===== src/rtl/barrel_shifter_right_pipe.sv =====
// barrel_shifter_right_pipe
//
// Pipelined 32-bit right barrel shifter with valid/ready flow control.
// Five register stages each apply one power-of-two shift, selected by
// one ShiftAmount bit: 16, 8, 4, 2, then 1. Vacated MSBs take ShiftIn.
// The result is {{n{ShiftIn}}, In[31:n]} for n = ShiftAmount.
//
// Ports:
//   Clock        rising-edge clock
//   Reset        synchronous active-high reset; drops all in-flight entries
//   In           operand
//   ShiftAmount  right-shift distance 0..31
//   ShiftIn      fill bit for the vacated MSBs
//   InValid      In/ShiftAmount/ShiftIn are valid
//   InReady      operand accepted this cycle when InValid is also high
//   Out          shifted result (last stage register)
//   OutValid     Out holds a result
//   OutReady     consumer takes Out this cycle
//   Busy         at least one stage holds a valid entry
module barrel_shifter_right_pipe #(
  parameter int WIDTH   = 32,
  parameter int SHAMT_W = 5
) (
  input  logic               Clock,
  input  logic               Reset,
  input  logic [WIDTH-1:0]   In,
  input  logic [SHAMT_W-1:0] ShiftAmount,
  input  logic               ShiftIn,
  input  logic               InValid,
  output logic               InReady,
  output logic [WIDTH-1:0]   Out,
  output logic               OutValid,
  input  logic               OutReady,
  output logic               Busy
);

  localparam int STAGES = SHAMT_W;
  localparam logic [WIDTH-1:0] ALL_ONES = '1;

  // Stage registers. The last stage only needs data and valid: its shift
  // bit and fill bit are consumed while loading it.
  logic [WIDTH-1:0]   dataReg  [STAGES];
  logic [STAGES-1:0]  validReg;
  logic [SHAMT_W-1:0] amtReg   [STAGES-1];
  logic               fillReg  [STAGES-1];

  // Source of each stage: the inputs for S1, the previous stage otherwise.
  logic [WIDTH-1:0]   upData   [STAGES];
  logic [SHAMT_W-1:0] upAmt    [STAGES];
  logic               upFill   [STAGES];
  logic [STAGES-1:0]  upValid;

  logic [WIDTH-1:0]   nextData [STAGES];
  logic [STAGES-1:0]  advance;
  logic               fullFromHere;

  always_comb begin : sourceSelect
    upData[0]  = In;
    upAmt[0]   = ShiftAmount;
    upFill[0]  = ShiftIn;
    upValid[0] = InValid;
    for (int i = 1; i < STAGES; i++) begin
      upData[i]  = dataReg[i-1];
      upAmt[i]   = amtReg[i-1];
      upFill[i]  = fillReg[i-1];
      upValid[i] = validReg[i-1];
    end
  end

  // One 2:1 mux per stage. Stage gi handles ShiftAmount bit (SHAMT_W-1-gi),
  // so the largest distance is applied first.
  for (genvar gi = 0; gi < STAGES; gi++) begin : gStage
    localparam int DIST = 1 << (SHAMT_W - 1 - gi);
    logic [WIDTH-1:0] fillMask;
    assign fillMask     = upFill[gi] ? ~(ALL_ONES >> DIST) : '0;
    assign nextData[gi] = upAmt[gi][SHAMT_W-1-gi]
                        ? ((upData[gi] >> DIST) | fillMask)
                        : upData[gi];
  end

  // A stage advances unless it and every stage after it are full while the
  // consumer stalls. This is the unrolled form of
  // en(i) = !valid(i) || en(i+1), en(last+1) = OutReady, written without a
  // self-referencing vector so the chain stays a simple combinational scan.
  always_comb begin : enableChain
    fullFromHere = 1'b1;
    advance      = '0;
    for (int i = STAGES - 1; i >= 0; i--) begin
      fullFromHere = fullFromHere & validReg[i];
      advance[i]   = OutReady | ~fullFromHere;
    end
  end

  always_ff @(posedge Clock) begin : stageCtrl
    if (Reset) begin
      validReg <= '0;
      for (int i = 0; i < STAGES; i++) begin
        dataReg[i] <= '0;
      end
    end else begin
      for (int i = 0; i < STAGES; i++) begin
        if (advance[i]) begin
          validReg[i] <= upValid[i];
          dataReg[i]  <= nextData[i];
        end
      end
    end
  end

  // Shift bits and fill are don't-care while a stage is invalid, so they
  // carry no reset.
  always_ff @(posedge Clock) begin : stageSide
    for (int i = 0; i < STAGES - 1; i++) begin
      if (advance[i]) begin
        amtReg[i]  <= upAmt[i];
        fillReg[i] <= upFill[i];
      end
    end
  end

  assign InReady  = advance[0];
  assign Out      = dataReg[STAGES-1];
  assign OutValid = validReg[STAGES-1];
  assign Busy     = |validReg;

endmodule


===== config.mk =====
export PLATFORM = sky130hd
export DESIGN_NAME = barrel_shifter_right_pipe
export DESIGN_NICKNAME = d
export VERILOG_FILES = /design/src/rtl/barrel_shifter_right_pipe.sv
export SDC_FILE = /design/constraint.sdc
export NUM_CORES = 1
export LEC_CHECK = 0
export CORE_MARGIN = 5
export CORE_UTILIZATION = 35
export CTS_CLUSTER_DIAMETER = 60
export DETAILED_ROUTE_END_ITERATION = 7
export DONT_BUFFER_PORTS = 1
export PLACE_DENSITY = 0.52
export SYNTH_ARGS = -nofsm -noshare
export SYNTH_HDL_FRONTEND = slang
export SYNTH_SLANG_ARGS = --single-unit

===== constraint.sdc =====
create_clock -name Clock -period 3.5 [get_ports Clock]
set_input_delay 0.875 -clock Clock [delete_from_list [all_inputs] [get_ports Clock]]
set_output_delay 0.875 -clock Clock [all_outputs]
set_load 0.05 [all_outputs]

After elaboration in Yosys (flattened, before gate mapping)
Memories as Yosys holds them, arrays and structs flattened.
Cells that the tools add are included.
- reductions and logical operators: 1
- bitwise gates (word level): 24
- muxes and demuxes: 36
- operator list (kind ; count):
    $mux W32 ; 15
    $or A16 B32 Y32 ; 1
    $or A24 B32 Y32 ; 1
    $or A28 B32 Y32 ; 1
    $or A30 B32 Y32 ; 1
    $or A31 B32 Y32 ; 1
    $mux W1 ; 21
    $or A1 B1 Y1 ; 10
    $not A1 Y1 ; 5
    $reduce_or A5 Y1 ; 1
    $and A1 B1 Y1 ; 4
- memory bits (writable): 184
- logic and storage cells: 69
- output and inout bits: 35
- memories: 3
- input bits: 42
- flip-flop bits (word level): 5
- memories (memory ; words ; bits a word ; rd ports ; clocked after memory_dff ; wr ports ; RTL line ; text):
    dataReg ; 5 ; 32 ; 5 ; 0 ; 5 ; 42 ; logic [WIDTH-1:0] dataReg [STAGES];
    amtReg ; 4 ; 5 ; 4 ; 0 ; 4 ; 44 ; logic [SHAMT_W-1:0] amtReg [STAGES-1];
    fillReg ; 4 ; 1 ; 4 ; 0 ; 4 ; 45 ; logic fillReg [STAGES-1];

Logic depth before layout (Yosys ltp)
- word-level depth: 10
- mapped depth: 5
- gate-level depth less buffers: 2

Least setup slack after synthesis
No wires, ideal clock.
- path type: input to register
- start point: input port OutReady
- end point: memory dataReg[0][0], enable pin
- stages: 5
- required time: 2939 ps
- setup time: 561 ps
- slack: 683 ps
- arrival: 2256 ps
- buffers on the path: 3
- cell sequence: and4b_1 buf_4 buf_4 buf_6 nand3_1
- RTL lines (item ; RTL line ; text):
    start: declaration ; 33 ; input logic OutReady,
    end: declaration ; 42 ;

Worst setup path after layout
- start point: register validReg[1]
- end point: output port InReady
- word-level cells in the longest chain between the ends: 4
- RTL lines (item ; RTL line ; text):
    start: declaration ; 43 ; logic [STAGES-1:0] validReg;
    start signal: indexed assignment ; 103 ; validReg[i] <= upValid[i];
    $and A1 B1 Y1 (2 in series) ; 89 ; fullFromHere = fullFromHere & validReg[i];
    $not A1 Y1 ; 90 ; advance[i] = OutReady | ~fullFromHere;
    $or A1 B1 Y1 ; 90 ;
    end: declaration ; 30 ; output logic InReady,
Every way passes these cells.

==> results.sh <==
export IMPL_status="finished clean"
export IMPL_rr_worst_depth=4
export IMPL_met1_length_mm=7.58
export IMPL_wirelength_mm=15.0
export IMPL_cts_clk_slew_worst_paths_ns=0.07
export IMPL_min_period_ns=2.78
export IMPL_hold_depth=0
export IMPL_reg2reg_slack_ns=1.38
export IMPL_worstMarginPinSlew_ns=0.907
export IMPL_grt_pass1_wl_mm=25.8
export IMPL_slew_headroom=0.395
export IMPL_cts_buffers_inserted=17
export IMPL_pre_cts_ws_ns=0.834
export IMPL_grt_max_degree=169
export IMPL_met3WireLength_microns=528
export IMPL_cts_tree="built"
export IMPL_htreeDepth=4
export IMPL_drv_cap=0
export IMPL_cellPowerDensity_mw_per_mm2=469
export IMPL_worst_ep_arrival_time_ns=1.91
export IMPL_crit_buf_inv=0
export IMPL_post_route_period_util=0.795
export IMPL_grtUsageTotal=0.103
export IMPL_ioPinCount=77
export IMPL_ctsResizeCount=0
export IMPL_clockRootBuffer="clkbuf_16"
export IMPL_overflow=0
export IMPL_crit_path_top_delay_cell="nand2_1"
export IMPL_r2r_end="dataReg[0][14]$_SDFFCE_PN0P_"
export IMPL_r2r_start="validReg[3]$_SDFFE_PP0N_"
export IMPL_worstSetupEndpointType="primary output"
export IMPL_syn_to_final_growth_pct=4.43
export IMPL_nets=597
export IMPL_synth_largest_area_cell="edfxtp_1"
export IMPL_rows=60
export IMPL_slowest_delay_ns=0.57
export IMPL_p_leak_nw=3.57
export IMPL_setup_viol=0
export IMPL_cp_required_ns=2.62
export IMPL_die_w_microns=175
export IMPL_drt_iter0_markers=196
export IMPL_hp_start="amtReg[1][0]$_DFFE_PN_"
export IMPL_core_sq_mm=0.0269
export IMPL_hold_path_end="amtReg[2][0]$_DFFE_PN_"
export IMPL_antenna_found_initial=0
export IMPL_post_route_util=0.369
export IMPL_setup_slack_ns=0.717
export IMPL_grt_pass1_vias=4646
export IMPL_ys_ff_latch=179
export IMPL_synthCells=632
export IMPL_yosysWarnings=0
export IMPL_wl_met2_mm=6.73
export IMPL_finClkSkew_ns=0.00992
export IMPL_dr_pass1_iters=4
export IMPL_criticalPathCategory="reg2out"
export IMPL_critPathLaunchType="flip-flop"
export IMPL_synth_area_top_cells="edfxtp_1 (55%), mux2i_1 (17%), a211oi_2 (14%)"
export IMPL_gp_congestion=0.732
export IMPL_peakVddDrop_mv=0.309
export IMPL_synthesis_nets=674
export IMPL_final_layout_size_suffix_gt1_frac=0.266
export IMPL_syn_cell_area_sq_mm=0.00950
export IMPL_cts_sinks=179
export IMPL_post_dp_hpwl_mm=10.2
export IMPL_fmax_mhz=359
export IMPL_clk_latency_ns=0.42
export IMPL_synth_yosys_seq_area_share=0.561
export IMPL_crit_chain="and2_4 -> nand2_1"
export IMPL_die_area_sq_mm=0.0305
export IMPL_synthDistinctLibCells=24
export IMPL_portBuffers=0
export IMPL_synth_top_area_frac=0.550
export IMPL_final_hold_viol_count=0
export IMPL_timing_final_max_slew_violations=0
export IMPL_hp_class="reg2reg"
export IMPL_grt_setup_unrepaired="no"
export IMPL_n_antenna_cell=0
export IMPL_clockBufferDepth=2
export IMPL_postCtsSetupRepairBufs=0
export IMPL_hold_buffers=0
export IMPL_timing_setup_tns_ns=0
export IMPL_critical_path_max_fanout=39
export IMPL_avgSynthCellArea_sq_um=15.0
export IMPL_start_util=0.353
export IMPL_remaining_drc_errors=0
export IMPL_ant_nets=0
export IMPL_path_delay_family="simple AND/OR/NAND/NOR gates"
export IMPL_routedWlPerCell_microns=16.5
export IMPL_die_h_microns=175
export IMPL_routed_via_density=4.97
export IMPL_dr_total_vias=4520
export IMPL_routed_top_layer="met4"
layout make-up:
class / instances / area, sq um
Inverter: 3 / 11.3
Multi-Input combinational cell: 341 / 3450
Fill cell: 2538 / 17000
Tap cell: 341 / 427
Timing Repair Buffer: 13 / 123
Clock buffer: 17 / 425
Sequential cell: 179 / 5330
Clock inverter: 15 / 163
synth_stat cells:
master	instances
a211oi_1	57
a211oi_2	103
a21oi_1	1
a22o_1	2
a31o_2	1
and2_1	1
and4b_1	1
buf_1	1
buf_2	26
buf_4	47
buf_6	14
clkbuf_1	21
dfxtp_1	5
edfxtp_1	174
inv_1	3
mux2i_1	160
nand2_1	6
nand2b_1	1
nand3_1	1
nand3b_1	1
nor2_1	2
nor2b_1	2
nor3_1	1
o21a_1	1
worst register-to-register path, delay by kind of cell, from the launching register on:
kind                   cells  cell delay (ns)
DFF                        1             0.38
and+or+nand+nor            2             0.49
buffers and inverters      2             0.95
worst max-delay path by stage:
stage / from / cells after the start / endpoint / slack [ns]
after global routing: validReg[1]$_SDFFE_PP0N_ / 2 / InReady / 0.58
final: validReg[1]$_SDFFE_PP0N_ / 2 / InReady / 0.72
after floorplan: OutReady / 5 / dataReg[0][0]$_SDFFCE_PN0P_ / 0.68
after global placement: OutReady / 4 / dataReg[0][10]$_SDFFCE_PN0P_ / 0.87
after CTS: validReg[1]$_SDFFE_PP0N_ / 2 / InReady / 0.67
after detailed placement: OutReady / 4 / dataReg[0][5]$_SDFFCE_PN0P_ / 0.83
per-stage QoR:
| stage | cells | hold WS (ns) | instance area [sq um] | total power, mW |
|---|---|---|---|---|
| finish | 909 | 0.421 | 9920 | 4.65 |
| global route | 909 | 0.433 | 9920 | 4.85 |
| CTS | 909 | 0.423 | 9920 | 4.71 |
| detailed placement | 877 | 0.407 | 9330 | 2.84 |
| global placement | 877 | 0.413 | 9330 | 2.84 |
| floorplan | 632 | 0.400 | 9500 | 2.84 |
metal layers:
layer | track usage | vias to the layer above
met3 | 0.0309 | 11
met4 | 0.0275 | 0
met5 | 0 | -
met1 | 0.145 | 2099
li1 | - | 2323
met2 | 0.155 | 87
placed cells by master, fill, tap and decap left out, types with 2 or more instances in the layout:
| cell | instances |
|---|---|
| nand2_1 | 6 |
| a211oi_2 | 103 |
| buf_4 | 11 |
| buf_12 | 2 |
| clkinvlp_4 | 2 |
| a22o_1 | 2 |
| inv_8 | 2 |
| mux2i_1 | 160 |
| dfxtp_1 | 5 |
| nor2_1 | 2 |
| inv_1 | 3 |
| edfxtp_1 | 174 |
| clkbuf_16 | 17 |
| nor2b_1 | 2 |
| a211oi_1 | 57 |
| inv_6 | 6 |
| clkinv_4 | 3 |
registers in the layout (all words and copies together) (netlist names):
signal,cells
amtReg,10
validReg,5
fillReg,4
dataReg,160
power by group:
group	switching, mW	internal, mW
sequential	0.0821	2.44
clock	0.849	1.01
combinational	0.136	0.132
cell families (layout without fill, tap and decap cells):
kind of cell | after synthesis | in the layout | synth area share
compound gates | 165 | 165 | 0.185
mux | 160 | 160 | 0.169
simple gates | 16 | 16 | 0.00869
buf+inv | 112 | 48 | 0.0773
flops | 179 | 179 | 0.561
No activity file was read; power rests on OpenSTA's default activity.
